`config.mk`:
```
export PLATFORM = sky130hd
export DESIGN_NAME = imm_extend_stage
export DESIGN_NICKNAME = d
export VERILOG_FILES = /design/src/rtl/imm_extend_stage.sv
export SDC_FILE = /design/constraint.sdc
export NUM_CORES = 1
export LEC_CHECK = 0
export CORE_MARGIN = 2
export CORE_UTILIZATION = 48
export CTS_BUF_LIST = sky130_fd_sc_hd__clkbuf_4 sky130_fd_sc_hd__clkbuf_8
export CTS_CLUSTER_SIZE = 20
export DETAILED_ROUTE_END_ITERATION = 10
export DONT_BUFFER_PORTS = 1
export GPL_TIMING_DRIVEN = 0
export SYNTH_ARGS = -nofsm -noshare
export SYNTH_HDL_FRONTEND = slang
export SYNTH_SLANG_ARGS = --single-unit
```
`constraint.sdc`:
```
create_clock -name i_clk -period 4.6 [get_ports i_clk]
set_clock_uncertainty 0.2 [all_clocks]
set_input_delay 0.92 -clock i_clk [delete_from_list [all_inputs] [get_ports i_clk]]
set_output_delay 0.92 -clock i_clk [all_outputs]
set_load 0.01 [all_outputs]
```
`src/rtl/imm_extend_stage.sv`:
```
`default_nettype none
// ============================================================================
// imm_extend_stage : registered immediate-extension stage with valid/ready,
// flush and illegal-mode counter; IMM_EXT_SKID_EN adds a one-entry skid buffer.
// Revision: 1.0
// ============================================================================
module imm_extend_stage #(
  parameter int NBITS        = 32,
  parameter int IMM_BITS     = 16,
  parameter int ERR_CNT_BITS = 8
) (
  input  logic                    i_clk,
  input  logic                    i_rst_n,
  input  logic                    i_valid,
  output logic                    o_ready,
  input  logic [IMM_BITS-1:0]     i_inmediate,
  input  logic [2:0]              i_mode,
  input  logic                    i_flush,
  output logic                    o_valid,
  input  logic                    i_ready,
  output logic [NBITS-1:0]        o_result,
  output logic                    o_mode_err,
  output logic [ERR_CNT_BITS-1:0] o_err_cnt
);

  localparam int c_S = NBITS - IMM_BITS;
  localparam logic [2:0] c_MODE_SEXT   = 3'b000;
  localparam logic [2:0] c_MODE_ZEXT   = 3'b001;
  localparam logic [2:0] c_MODE_UPPER  = 3'b010;
  localparam logic [2:0] c_MODE_BRANCH = 3'b011;
  localparam logic [2:0] c_MODE_SHAMT  = 3'b100;
  localparam logic [ERR_CNT_BITS-1:0] c_CNT_ONE = {{(ERR_CNT_BITS-1){1'b0}}, 1'b1};

  logic [NBITS-1:0]        w_sext;
  logic [NBITS-1:0]        w_result;
  logic                    w_err;
  logic                    w_accept;
  logic                    w_out_free;
  logic                    r_valid;
  logic [NBITS-1:0]        r_result;
  logic                    r_err;
  logic [ERR_CNT_BITS-1:0] r_err_cnt;

  assign w_sext = {{c_S{i_inmediate[IMM_BITS-1]}}, i_inmediate};

  always_comb begin
    w_result = '0;
    w_err    = 1'b0;
    case (i_mode)
      c_MODE_SEXT:   w_result = w_sext;
      c_MODE_ZEXT:   w_result = {{c_S{1'b0}}, i_inmediate};
      c_MODE_UPPER:  w_result = {i_inmediate, {c_S{1'b0}}};
      c_MODE_BRANCH: w_result = {w_sext[NBITS-3:0], 2'b00};
      c_MODE_SHAMT:  w_result = {{(NBITS-5){1'b0}}, i_inmediate[10:6]};
      default:       w_err    = 1'b1;
    endcase
  end

  assign w_accept   = i_valid && o_ready && !i_flush;
  assign w_out_free = !r_valid || i_ready;

`ifdef IMM_EXT_SKID_EN
  logic             r_skid_valid;
  logic [NBITS-1:0] r_skid_result;
  logic             r_skid_err;

  // Ready depends only on skid occupancy, so no path from i_ready reaches o_ready.
  assign o_ready = !r_skid_valid;

  always_ff @(posedge i_clk or negedge i_rst_n) begin
    if (!i_rst_n) begin
      r_valid       <= 1'b0;
      r_result      <= '0;
      r_err         <= 1'b0;
      r_skid_valid  <= 1'b0;
      r_skid_result <= '0;
      r_skid_err    <= 1'b0;
    end else if (i_flush) begin
      r_valid      <= 1'b0;
      r_skid_valid <= 1'b0;
    end else if (w_out_free) begin
      if (r_skid_valid) begin
        r_valid      <= 1'b1;
        r_result     <= r_skid_result;
        r_err        <= r_skid_err;
        r_skid_valid <= 1'b0;
      end else if (w_accept) begin
        r_valid  <= 1'b1;
        r_result <= w_result;
        r_err    <= w_err;
      end else begin
        r_valid <= 1'b0;
      end
    end else if (w_accept) begin
      r_skid_valid  <= 1'b1;
      r_skid_result <= w_result;
      r_skid_err    <= w_err;
    end
  end
`else
  assign o_ready = w_out_free;

  always_ff @(posedge i_clk or negedge i_rst_n) begin
    if (!i_rst_n) begin
      r_valid  <= 1'b0;
      r_result <= '0;
      r_err    <= 1'b0;
    end else if (i_flush) begin
      r_valid <= 1'b0;
    end else if (w_accept) begin
      r_valid  <= 1'b1;
      r_result <= w_result;
      r_err    <= w_err;
    end else if (i_ready) begin
      r_valid <= 1'b0;
    end
  end
`endif

  always_ff @(posedge i_clk or negedge i_rst_n) begin
    if (!i_rst_n) begin
      r_err_cnt <= '0;
    end else if (w_accept && w_err && (r_err_cnt != '1)) begin
      r_err_cnt <= r_err_cnt + c_CNT_ONE;
    end
  end

  assign o_valid    = r_valid;
  assign o_result   = r_result;
  assign o_mode_err = r_err;
  assign o_err_cnt  = r_err_cnt;

endmodule
`default_nettype wire

```
Yosys cells after proc, flatten, opt, wreduce, memory -nomap -nowiden. Cells that the tools add are included.

$add $sub $neg: 1. Equality and inequality tests: 5. Mux-type cells: 5. Bitwise operators: 1. Reductions and logical operators: 11.

Operators with widths (count): $pmux 32 s5 (1); $add 8x1->8 const B (1); $ne 8x8->1 const B (1); $eq 3x2->1 const B (2); $reduce_or 5->1 (1); $logic_and 1x1->1 (4); $mux 1 (4); $eq 3x1->1 const B (1); $eq 3x3->1 const B (1); $logic_not 3->1 (1); $reduce_bool 3->1 (1); $logic_not 1->1 (2); $reduce_and 2->1 (1); $logic_or 1x1->1 (1); $not 1->1 (1).

Register bits: 42. Input bits: 24. Output and inout port bits: 43. Logic and storage cells: 27.

Logic depth before layout (Yosys ltp). Gate-level depths: netlist (run 1).

Depth in word-level cells: 6. Mapped depth: 7. Depth with buffers taken out: 5.

Worst setup path after synthesis (run 1). OpenSTA, ideal clock, no wires.

Path type: input -> register. Start point: input port i_mode[2]. End point: register r_err_cnt[1], in the netlist o_err_cnt[1]. Setup time: 125 ps. Arrival: 2176 ps. Required time: 4275 ps. Path slack: 2100 ps. Stages on the path: 6. Buffers on the path: 2. Cells stage by stage: buf_6 > o21ai_2 > or4b_1 > buf_2 > nor2_1 > mux2_2.

Word-level cells in the longest chain between the ends: 5. Elaborated cells on any way between the ends: 9. Those cells by class: 4 x eq/ne; 1 x mux; 4 x reduce/logical.

Ends and longest elaborated chain: from (decl) (line 17) `input logic [2:0] i_mode,`; $eq 3x3->1, or another cell as far along (line 49) `case (i_mode)`; $reduce_or 5->1 (no source line) (*); $mux 1 (*) (line 49); $logic_and 1x1->1 (*) (2 in a row) (line 123) `end else if (w_accept && w_err && (r_err_cnt != '1)) begin`; to (signal assigned) (line 124) `r_err_cnt <= r_err_cnt + c_CNT_ONE;`; to (decl) (line 42) `logic [ERR_CNT_BITS-1:0] r_err_cnt;`.

Mark *: on every way between the ends. The rest lies on a longest branch, timed or not. A chain may end at the register's enable or synchronous reset.

Worst setup path in the final report (run 1).
Start point: input port i_ready. End point: register r_result[13], in the netlist o_result[13].

Word-level cells in the longest chain between the ends: 4.

Ends and longest elaborated chain: from (decl) (line 20) `input logic i_ready,`; $logic_or 1x1->1 (line 60) `assign w_out_free = !r_valid || i_ready;`; named net o_ready (line 15) `output logic o_ready,`; $logic_and 1x1->1 (2 in a row) (line 59) `assign w_accept = i_valid && o_ready && !i_flush;`; $reduce_and 2->1 (no source line); to (signal assigned) (line 112) `r_result <= w_result;`; to (decl) (line 40) `logic [NBITS-1:0] r_result;`.

The timed path passes the listed nets, and every way through them passes these cells.

==> impl_metrics.toml, run 1 <==
[clock_network]
holdBufCountCts = 0
cts_resized = 0
cts_tree = "yes"
clock_sinks = 42
cts_buffer_depth = 2
htree_levels = 2
clk_pin_slew_worst_paths_ns = 0.08
cts-root-buf = "clkbuf_8"
postCtsSetupRepairBufs = 0
clk_latency_ns = 0.29
cts_buffers = 5

[worst_setup_path]
path_cells = "nor2b_1 -> inv_1 -> nand3b_1 -> clkbuf_1 -> or2_2 -> clkbuf_1 -> o21ai_0"
crit_fanout = 10
crit_required_ns = 4.55
crit_start = "i_ready"
arrival_ns = 2.38
path_class = "input port to flip-flop"
crit_top_cell = "clkbuf_1"
crit-reg2reg-launch = "o_valid"
start_kind = "input port"
critPathSlowestCell = "clkbuf_1"
reg2reg_slack_ns = 2.35
crit_path_end_kind = "flip-flop"
critPathMaxStageDelay_ns = 0.35

[pwr]
p_per_area_mw_per_mm2 = 398.1
switching_share_pct = 28.13
internal_power_w = 0.0006143
pwr-share-comb_pct = 11.6
peakVddDrop_mv = 0.2027
pwr-share-seq_pct = 57.0
power_leakage_nw = 0.9494
clkPwrFrac_pct = 31.4
p_sw_w = 0.0002404

[die]
die-area_mm2 = 0.004642
die_w_um = 68.14
io_pins = 67
initial_core_util_pct = 49.72
die_h_um = 68.14
rows = 23
core_area_mm2 = 0.003971

[finish]
diodes = 0
layout-drive-gt1-share_pct = 7.207
finalNetCount = 246
final_common_cell = "dfrtp_1"
utilization_pct = 54.06
fill_cells = 367
final_cell_mix = "dfrtp_1, nand2_1, a21oi_1, o21ai_0, nor2b_1"
area_growth_pct = 8.745
stdcell_area_mm2 = 0.002147

[timing]
min_period_ns = 2.431
timing.final.crit_share_pct = 52.86
max_freq_mhz = 411.3
hold_viol_final = 0
slew_violations = 0
slew_headroom_pct = 61.75
worst_hold_slack_ns = 0.1187
tightest_slew_ns = 0.5694
finalSetupViolCount = 0
setup-tns-final_ns = 0
rsz0062_at_grt = "no"

[global_routing]
grt_pass1_wl_um = 7948
antenna_found_initial = 0
gr-usage-all-layers_pct = 22.74
grt_pass1_vias = 1685
gr-total-overflow = 0
grt_start_max_net_pins = 43

[synthesis]
yosys.area.top_type = "dfrtp_1"
yosysUniqueCellTypes = 27
netlist.area_leader.share_pct = 53.23
synth_area_leaders = "dfrtp_1, a21oi_1, o21ai_0"
synth_seq_cells = 42
synth_nets = 239
yosysSeqAreaShare_pct = 53.23
yosys_warnings = 0
syn_area_mm2 = 0.001974
synthCells = 214
avgSynthCellArea_um2 = 9.226

[placement]
place_congestion = 0.7810
post_dp_cell_area_mm2 = 0.002037
dp_hpwl_um = 3538
port_buffers = 0

[routing]
route.vias.total = 1564
drc = 0
vias_per_cell = 5.750
drtIter0Drc = 56
ant_nets = 0
wl_per_cell_um = 17.28
first_pass_iters = 4
drt-total-wl_um = 4701

[hold_path]
hold_path_class = "input port to asynchronous set/reset pin"

[status]
outcome = "complete, no violations"

[run]
drv_cap = 0
==> stage by stage <==
step                setup slack [ns]  total power, W  cells
global placement               1.975       0.0005842    264
global route                   2.006       0.0009069    272
finish                         2.169       0.0008548    272
detailed placement             1.920       0.0005942    264
CTS                            2.213       0.0008654    272
floorplan                      2.100       0.0005605    214
==> critical path: cells and delay by family <==
kind            cells  cell delay, ns
simple gates        3            0.48
buf+inv             3            0.80
compound gates      1            0.17
==> Yosys cell counts (all sizes together) <==
| master | count |
|---|---|
| nand3b | 1 |
| nor3 | 3 |
| inv | 1 |
| nand3 | 2 |
| nand2 | 36 |
| mux2 | 1 |
| ha | 1 |
| o31ai | 3 |
| and2b | 4 |
| xor2 | 7 |
| o21ai | 30 |
| nor2 | 5 |
| a21oi | 31 |
| a2bb2oi | 4 |
| dfrtp | 42 |
| nand2b | 3 |
| or2 | 1 |
| and2 | 1 |
| nor4 | 2 |
| nor2b | 18 |
| nor3b | 1 |
| or4b | 1 |
| buf | 5 |
| clkbuf | 9 |
| nand4 | 2 |
==> power groups by stage <==
stage	logic [W]	clock network, W	registers (W)
6_report	0.0000991	0.000269	0.000487
5_1_grt	0.000116	0.000297	0.000494
4_1_cts	0.000100	0.000278	0.000487
3_3_place_gp	0.0000917	0	0.000492
3_5_place_dp	0.0000996	0	0.000495
2_1_floorplan	0.0000787	0	0.000482
==> registers in the layout, summed over array words and instances (netlist names) <==
name,flops
o_result,32
o_valid,1
o_mode_err,1
o_err_cnt,8
==> layer usage <==
layer	part of all wire (%)	up-vias	global-route usage, %	wire length (um)
li1	-	738	-	-
met1	41	764	29.49	1950
met2	48	60	36.89	2268
met3	9.8	2	8.059	462
met4	0.40	0	4.500	19
met5	0	-	0	0
==> final timing paths <==
| kind | end | cells after the start |
|---|---|---|
| setup / recovery | o_result[13] | 7 |
| hold / removal | o_valid | 0 |
| setup reg to reg | o_result[13] | 7 |
| hold reg to reg | o_result[27] | 2 |
| max in group asynchronous | o_result[7] | 0 |
| min in group i_clk | o_result[27] | 2 |
==> logic make-up (layout without fill, tap and decap cells) <==
group,count (synthesis),count (layout),synth area share (%)
AO/OA/AOI/OAI,68,68,18.57
XOR/XNOR,7,7,3.105
adder cells (fa/ha/maj),1,1,0.6336
buffers and inverters,15,23,3.485
flip-flops,42,42,53.23
multiplexers,1,1,0.5703
AND/OR/NAND/NOR,80,80,20.41
==> area by class of cell <==
class	instances	area [um^2]	share of cell area [%]
inverter	1	3.754	0.1748
multi-input combinational	157	854.6	39.80
clock buffer	8	110.1	5.128
buffer	14	65.06	3.030
sequential	42	1051	48.95
tap	50	62.56	2.914
(Power assumes the default switching activity.)
==> run 2: changes to the inputs <==
- PLACE_DENSITY: not set -> 0.65
- clock period: 4.6 -> 2.1 ns (I/O delays scaled with it)
==> run 2 against run 1 <==
Compared with the run above: sequential share of layout area fell by 1.7 points; clock power rose by 100%; worst hold slack got worse by 0.054 ns; final cell count rose by 0.74%; sequential power rose by 120%; first-iteration DRC count rose by 120%; non-clock buffer count rose by 2; core utilization rose by 2.0 points; total power rose by 120%; largest cell class unchanged; largest power group unchanged.
==> impl_metrics.toml, run 2 (synthesized netlist as in run 1, its figures left out) <==
[timing]
finalSetupViolCount = 0
hold_viol_final = 0
setup-tns-final_ns = 0
max_freq_mhz = 494.5
timing.final.crit_share_pct = 96.29
worst_hold_slack_ns = 0.06506
rsz0062_at_grt = "no"
slew_headroom_pct = 63.48
min_period_ns = 2.022
slew_violations = 0
tightest_slew_ns = 0.5436

[finish]
finalNetCount = 248
utilization_pct = 56.02
area_growth_pct = 12.67
layout-drive-gt1-share_pct = 12.05
largest_reg_flops = 32
multi_input_area_um2 = 898.4
fill_cells = 358
regArea_mm2 = 0.001051
stdcell_area_mm2 = 0.002225
final_cell_mix = "dfrtp_1, nand2_1, a21oi_1, o21ai_0, nor2b_1"
final_common_cell = "dfrtp_1"
diodes = 0

[global_routing]
antenna_found_initial = 0
use_met2_pct = 31.55
grt_pass1_vias = 1561
met3_usage_pct = 9.211
grt_pass1_wl_um = 7596
top_usage_layer = "met2"
grt_start_max_net_pins = 43
gr-usage-all-layers_pct = 22.22
gr-total-overflow = 0
gr-usage-met1_pct = 30.14

[die]
die_h_um = 68.14
core_area_mm2 = 0.003971
rows = 23
io_pins = 67
die-area_mm2 = 0.004642
die_w_um = 68.14
initial_core_util_pct = 49.72

[routing]
wl_per_cell_um = 17.54
ant_nets = 0
drt-total-wl_um = 4806
vias_per_cell = 5.755
drtIter0Drc = 121
first_pass_iters = 4
route.vias.total = 1577
drc = 0

[worst_setup_path]
arrival_ns = 2.00
crit_fanout = 8
crit_required_ns = 2.08
reg2regPathDepth = 5
crit_path_end_kind = "flip-flop"
rr_endpoint = "o_err_cnt[1]"
path_class = "flip-flop to flip-flop"
reg2reg_slack_ns = 0.08
crit-reg2reg-launch = "o_valid"
start_kind = "flip-flop"

[placement]
port_buffers = 0
place_congestion = 0.8080
post_dp_cell_area_mm2 = 0.002037
dp_hpwl_um = 3382

[hold_path]
min_path_cells = 2
hp-start = "i_valid"
whs_endpoint = "o_valid"
hold_path_class = "input port to flip-flop"

[clock_network]
clk_latency_ns = 0.29
clock_sinks = 42
htree_levels = 2
cts_buffer_depth = 2
cts-root-buf = "clkbuf_8"
cts_tree = "yes"
cts_buffers = 5
clk_pin_slew_worst_paths_ns = 0.07

[pwr]
p_sw_w = 0.0005653
internal_power_w = 0.001302
pwr-share-comb_pct = 13.5
power_leakage_nw = 0.9787
switching_share_pct = 30.28
clkPwrFrac_pct = 29.3
p_per_area_mw_per_mm2 = 839.3
pwr-share-seq_pct = 57.2
peakVddDrop_mv = 0.3910

[status]
outcome = "complete, no violations"

[run]
drv_cap = 0
## run 2: changes by cell type in the layout (fill, tap and decap cells not counted), sizes merged
cell and delta:
dlygate4sd3 +2, buf +1, clkbuf -2, clkinv +1
## run 2: worst max-delay path, cell delays in order (launching register included)
cell     delay [ns]
dfrtp_1        0.41
nor2b_1        0.17
or4b_4         0.52
buf_6          0.16
nor2_4         0.12
mux2_2         0.33
## run 2: layer usage
metal  wire length, um  vias to the layer above  share of wire, %
li1                  -                      750                 -
met1              2173                      765                45
met2              2099                       58                44
met3               479                        4                10
met4                53                        0               1.1
met5                 0                        -                 0
## run 2: worst max path at each step
stage | from | cells past startpoint | endpoint | slack [ns]
after global routing | o_valid | 5 | o_err_cnt[1] | 0.004
after detailed placement | o_valid | 7 | o_result[11] | -0.15
after floorplan | o_valid | 5 | o_err_cnt[1] | 0.09
after CTS | o_valid | 7 | o_result[1] | 0.002
after global placement | o_valid | 7 | o_result[9] | -0.13
final | o_valid | 5 | o_err_cnt[1] | 0.08
## run 2: power by group through the flow
stage | Combinational [W] | Sequential (W) | Clock, W
finish | 0.000252 | 0.00107 | 0.000548
global placement | 0.000206 | 0.00108 | 0
floorplan | 0.000172 | 0.00106 | 0
CTS | 0.000241 | 0.00107 | 0.000564
global route | 0.000291 | 0.00108 | 0.000589
detailed placement | 0.000215 | 0.00109 | 0
## run 2: metrics by stage
| stage | power (W) | cells | setup slack [ns] |
|---|---|---|---|
| after CTS | 0.001875 | 274 | 0.001832 |
| after global placement | 0.001286 | 264 | -0.1256 |
| after detailed placement | 0.001300 | 264 | -0.1547 |
| final | 0.001867 | 274 | 0.07788 |
| after floorplan | 0.001228 | 214 | 0.08871 |
| after global routing | 0.001964 | 274 | 0.004050 |
## run 2: layout make-up
| type | instances | share of cell area, % |
|---|---|---|
| Buffer | 13 | 3.318 |
| Clock buffer | 7 | 4.050 |
| Clock inverter | 1 | 0.2250 |
| Inverter | 1 | 0.1687 |
| Multi-Input combinational cell | 157 | 40.38 |
| Sequential cell | 42 | 47.24 |
| Tap cell | 50 | 2.812 |
| Timing Repair Buffer | 3 | 1.800 |
## run 2: what timing repair did
action | CTS | global route
resized for setup | 2 | 18
endpoints found under the hold margin | 43 | 0
setup buffers | 0 | 0
hold buffers | 3 | 0
gates cloned | 0 | 0
setup endpoints to repair | 30 | 34
==> run 3: changes to the inputs <==
--- a/config.mk
+++ b/config.mk
@@ -14,4 +14,5 @@
 export GPL_TIMING_DRIVEN = 0
 export PLACE_DENSITY = 0.65
+export RECOVER_POWER = 25
 export SYNTH_ARGS = -nofsm -noshare
 export SYNTH_HDL_FRONTEND = slang
==> constraint.sdc (replaced) <==
create_clock -name i_clk -period 2.1 [get_ports i_clk]
set_clock_uncertainty 0.2 [all_clocks]
set_input_delay 0.21 -clock i_clk [delete_from_list [all_inputs] [get_ports i_clk]]
set_output_delay 0.21 -clock i_clk [all_outputs]
set_load 0.01 [all_outputs]
==> run 3 against run 2 <==
Compared with the run above: total power up 1.8%; maximum frequency down 0.39%; first-iteration DRC count up 15%; core utilization up 4.0 points; critical path depth unchanged; largest power group unchanged; non-clock buffer count up 18; wire length up 7.8%; sequential power about the same; register-to-register slack about the same; count of clock-buffer cells in the layout unchanged; highest routed layer unchanged; critical path type unchanged; flip-flop and latch count unchanged; die area unchanged.
==> impl_metrics.toml, run 3 (synthesized netlist as in run 1, its figures left out) <==
[status]
outcome = "complete, no violations"

[die]
rows = 23
die_w_um = 68.14
initial_core_util_pct = 49.72
core_area_mm2 = 0.003971
io_pins = 67
die-area_mm2 = 0.004642
die_h_um = 68.14

[clock_network]
cts_buffers = 5
clk_latency_ns = 0.29
clk_pin_slew_worst_paths_ns = 0.08
postCtsSetupRepairBufs = 0
cts_tree = "yes"
cts_buffer_depth = 2
clock_sinks = 42
cts-root-buf = "clkbuf_8"
htree_levels = 2

[worst_setup_path]
start_kind = "flip-flop"
path_class = "flip-flop to flip-flop"
reg2reg_slack_ns = 0.07
reg2regPathDepth = 5
cp-endpoint = "o_err_cnt[1]"
crit_fanout = 8
crit_required_ns = 2.08
crit_start = "o_valid"
crit_path_end_kind = "flip-flop"
arrival_ns = 2.01
crit-reg2reg-launch = "o_valid"
rr_endpoint = "o_err_cnt[1]"

[finish]
layout-drive-gt1-share_pct = 11.16
final_common_cell = "dfrtp_1"
finalNetCount = 266
diodes = 0
utilization_pct = 60.02
final_cell_mix = "dfrtp_1, nand2_1, a21oi_1, o21ai_0, dlygate4sd3_1"
fill_cells = 342
instances_no_fill = 292
stdcell_area_mm2 = 0.002384
area_growth_pct = 20.72
largest_reg_flops = 32

[routing]
vias_per_cell = 5.747
ant_nets = 0
wl_per_cell_um = 17.74
first_pass_iters = 4
drt-total-wl_um = 5181
drc = 0
route.vias.total = 1678
drtIter0Drc = 139

[pwr]
power_leakage_nw = 1.050
p_sw_w = 0.0005788
internal_power_w = 0.001322
pwr-share-seq_pct = 56.2
p_per_area_mw_per_mm2 = 797.3
switching_share_pct = 30.46
clkPwrFrac_pct = 28.8
pwr-share-comb_pct = 14.9
peakVddDrop_mv = 0.3964

[global_routing]
grt_start_max_net_pins = 43
grt_pass1_vias = 1643
gr-usage-all-layers_pct = 23.81
antenna_found_initial = 0
grt_pass1_wl_um = 8114
gr-total-overflow = 0

[timing]
timing.final.crit_share_pct = 96.67
min_period_ns = 2.030
tightest_slew_ns = 1.032
max_freq_mhz = 492.6
worst_hold_slack_ns = 0.01899
hold_viol_final = 0
slew_headroom_pct = 31.22
rsz0062_at_grt = "no"
setup-tns-final_ns = 0
slew_violations = 0
finalSetupViolCount = 0

[run]
drv_cap = 0

[placement]
place_inst = 264
dp_hpwl_um = 3382
post_dp_cell_area_mm2 = 0.002037
place_congestion = 0.8080
port_buffers = 0

[hold_path]
hold_path_class = "input port to flip-flop"
run 3: how the worst min path moves through the flow:
stage,to,startpoint,cells past startpoint,slack (ns)
detailed placement,o_result[14],i_rst_n,0,-0.28
global placement,o_result[27],i_rst_n,0,-0.28
global route,o_result[7],i_inmediate[7],3,0.03
finish,o_result[10],i_inmediate[10],3,0.02
floorplan,o_err_cnt[0],i_rst_n,0,-0.29
CTS,o_result[10],i_inmediate[10],3,0.01
run 3: layout make-up:
cell class	count	area (um^2)	share of cell area, %
clock buffer	7	90.09	3.780
inverter	1	3.754	0.1575
clock inverter	1	5.005	0.2100
multi-input combinational	157	892.1	37.43
timing repair buffer	21	205.2	8.609
sequential	42	1051	44.09
tap	50	62.56	2.625
buffer	13	73.82	3.097
run 3: power by group through the flow:
stage / Sequential, W / Clock (W) / Combinational (W)
after floorplan: 0.00106 / 0 / 0.000172
after global routing: 0.00108 / 0.000587 / 0.000322
final: 0.00107 / 0.000548 / 0.000284
after detailed placement: 0.00109 / 0 / 0.000215
after CTS: 0.00107 / 0.000564 / 0.000276
after global placement: 0.00108 / 0 / 0.000206
run 3: per-layer routing:
| metal | GRT usage [%] | routed length [um] |
|---|---|---|
| met3 | 8.388 | 409 |
| met1 | 33.26 | 2467 |
| met5 | 0 | 0 |
| met2 | 34.47 | 2268 |
| met4 | 7.500 | 35 |
run 3: what timing repair did:
item | in CTS | in global routing
gates cloned | 0 | 0
hold buffers | 21 | 0
resized for setup | 2 | 17
setup endpoints to repair | 30 | 34
hold endpoints to repair | 75 | 0
run 3: critical path, cell delays in order (launching register included):
cell     delay [ns]
dfrtp_1        0.42
nor2b_1        0.17
or4b_4         0.52
buf_6          0.16
nor2_4         0.12
mux2_2         0.33
run 3: stage by stage:
step / total power [W] / setup slack, ns
after global placement: 0.001286 / -0.1256
final: 0.001900 / 0.06996
after global routing: 0.001993 / 0.005288
after detailed placement: 0.001300 / -0.1547
after CTS: 0.001909 / 0.001832
after floorplan: 0.001228 / 0.08871
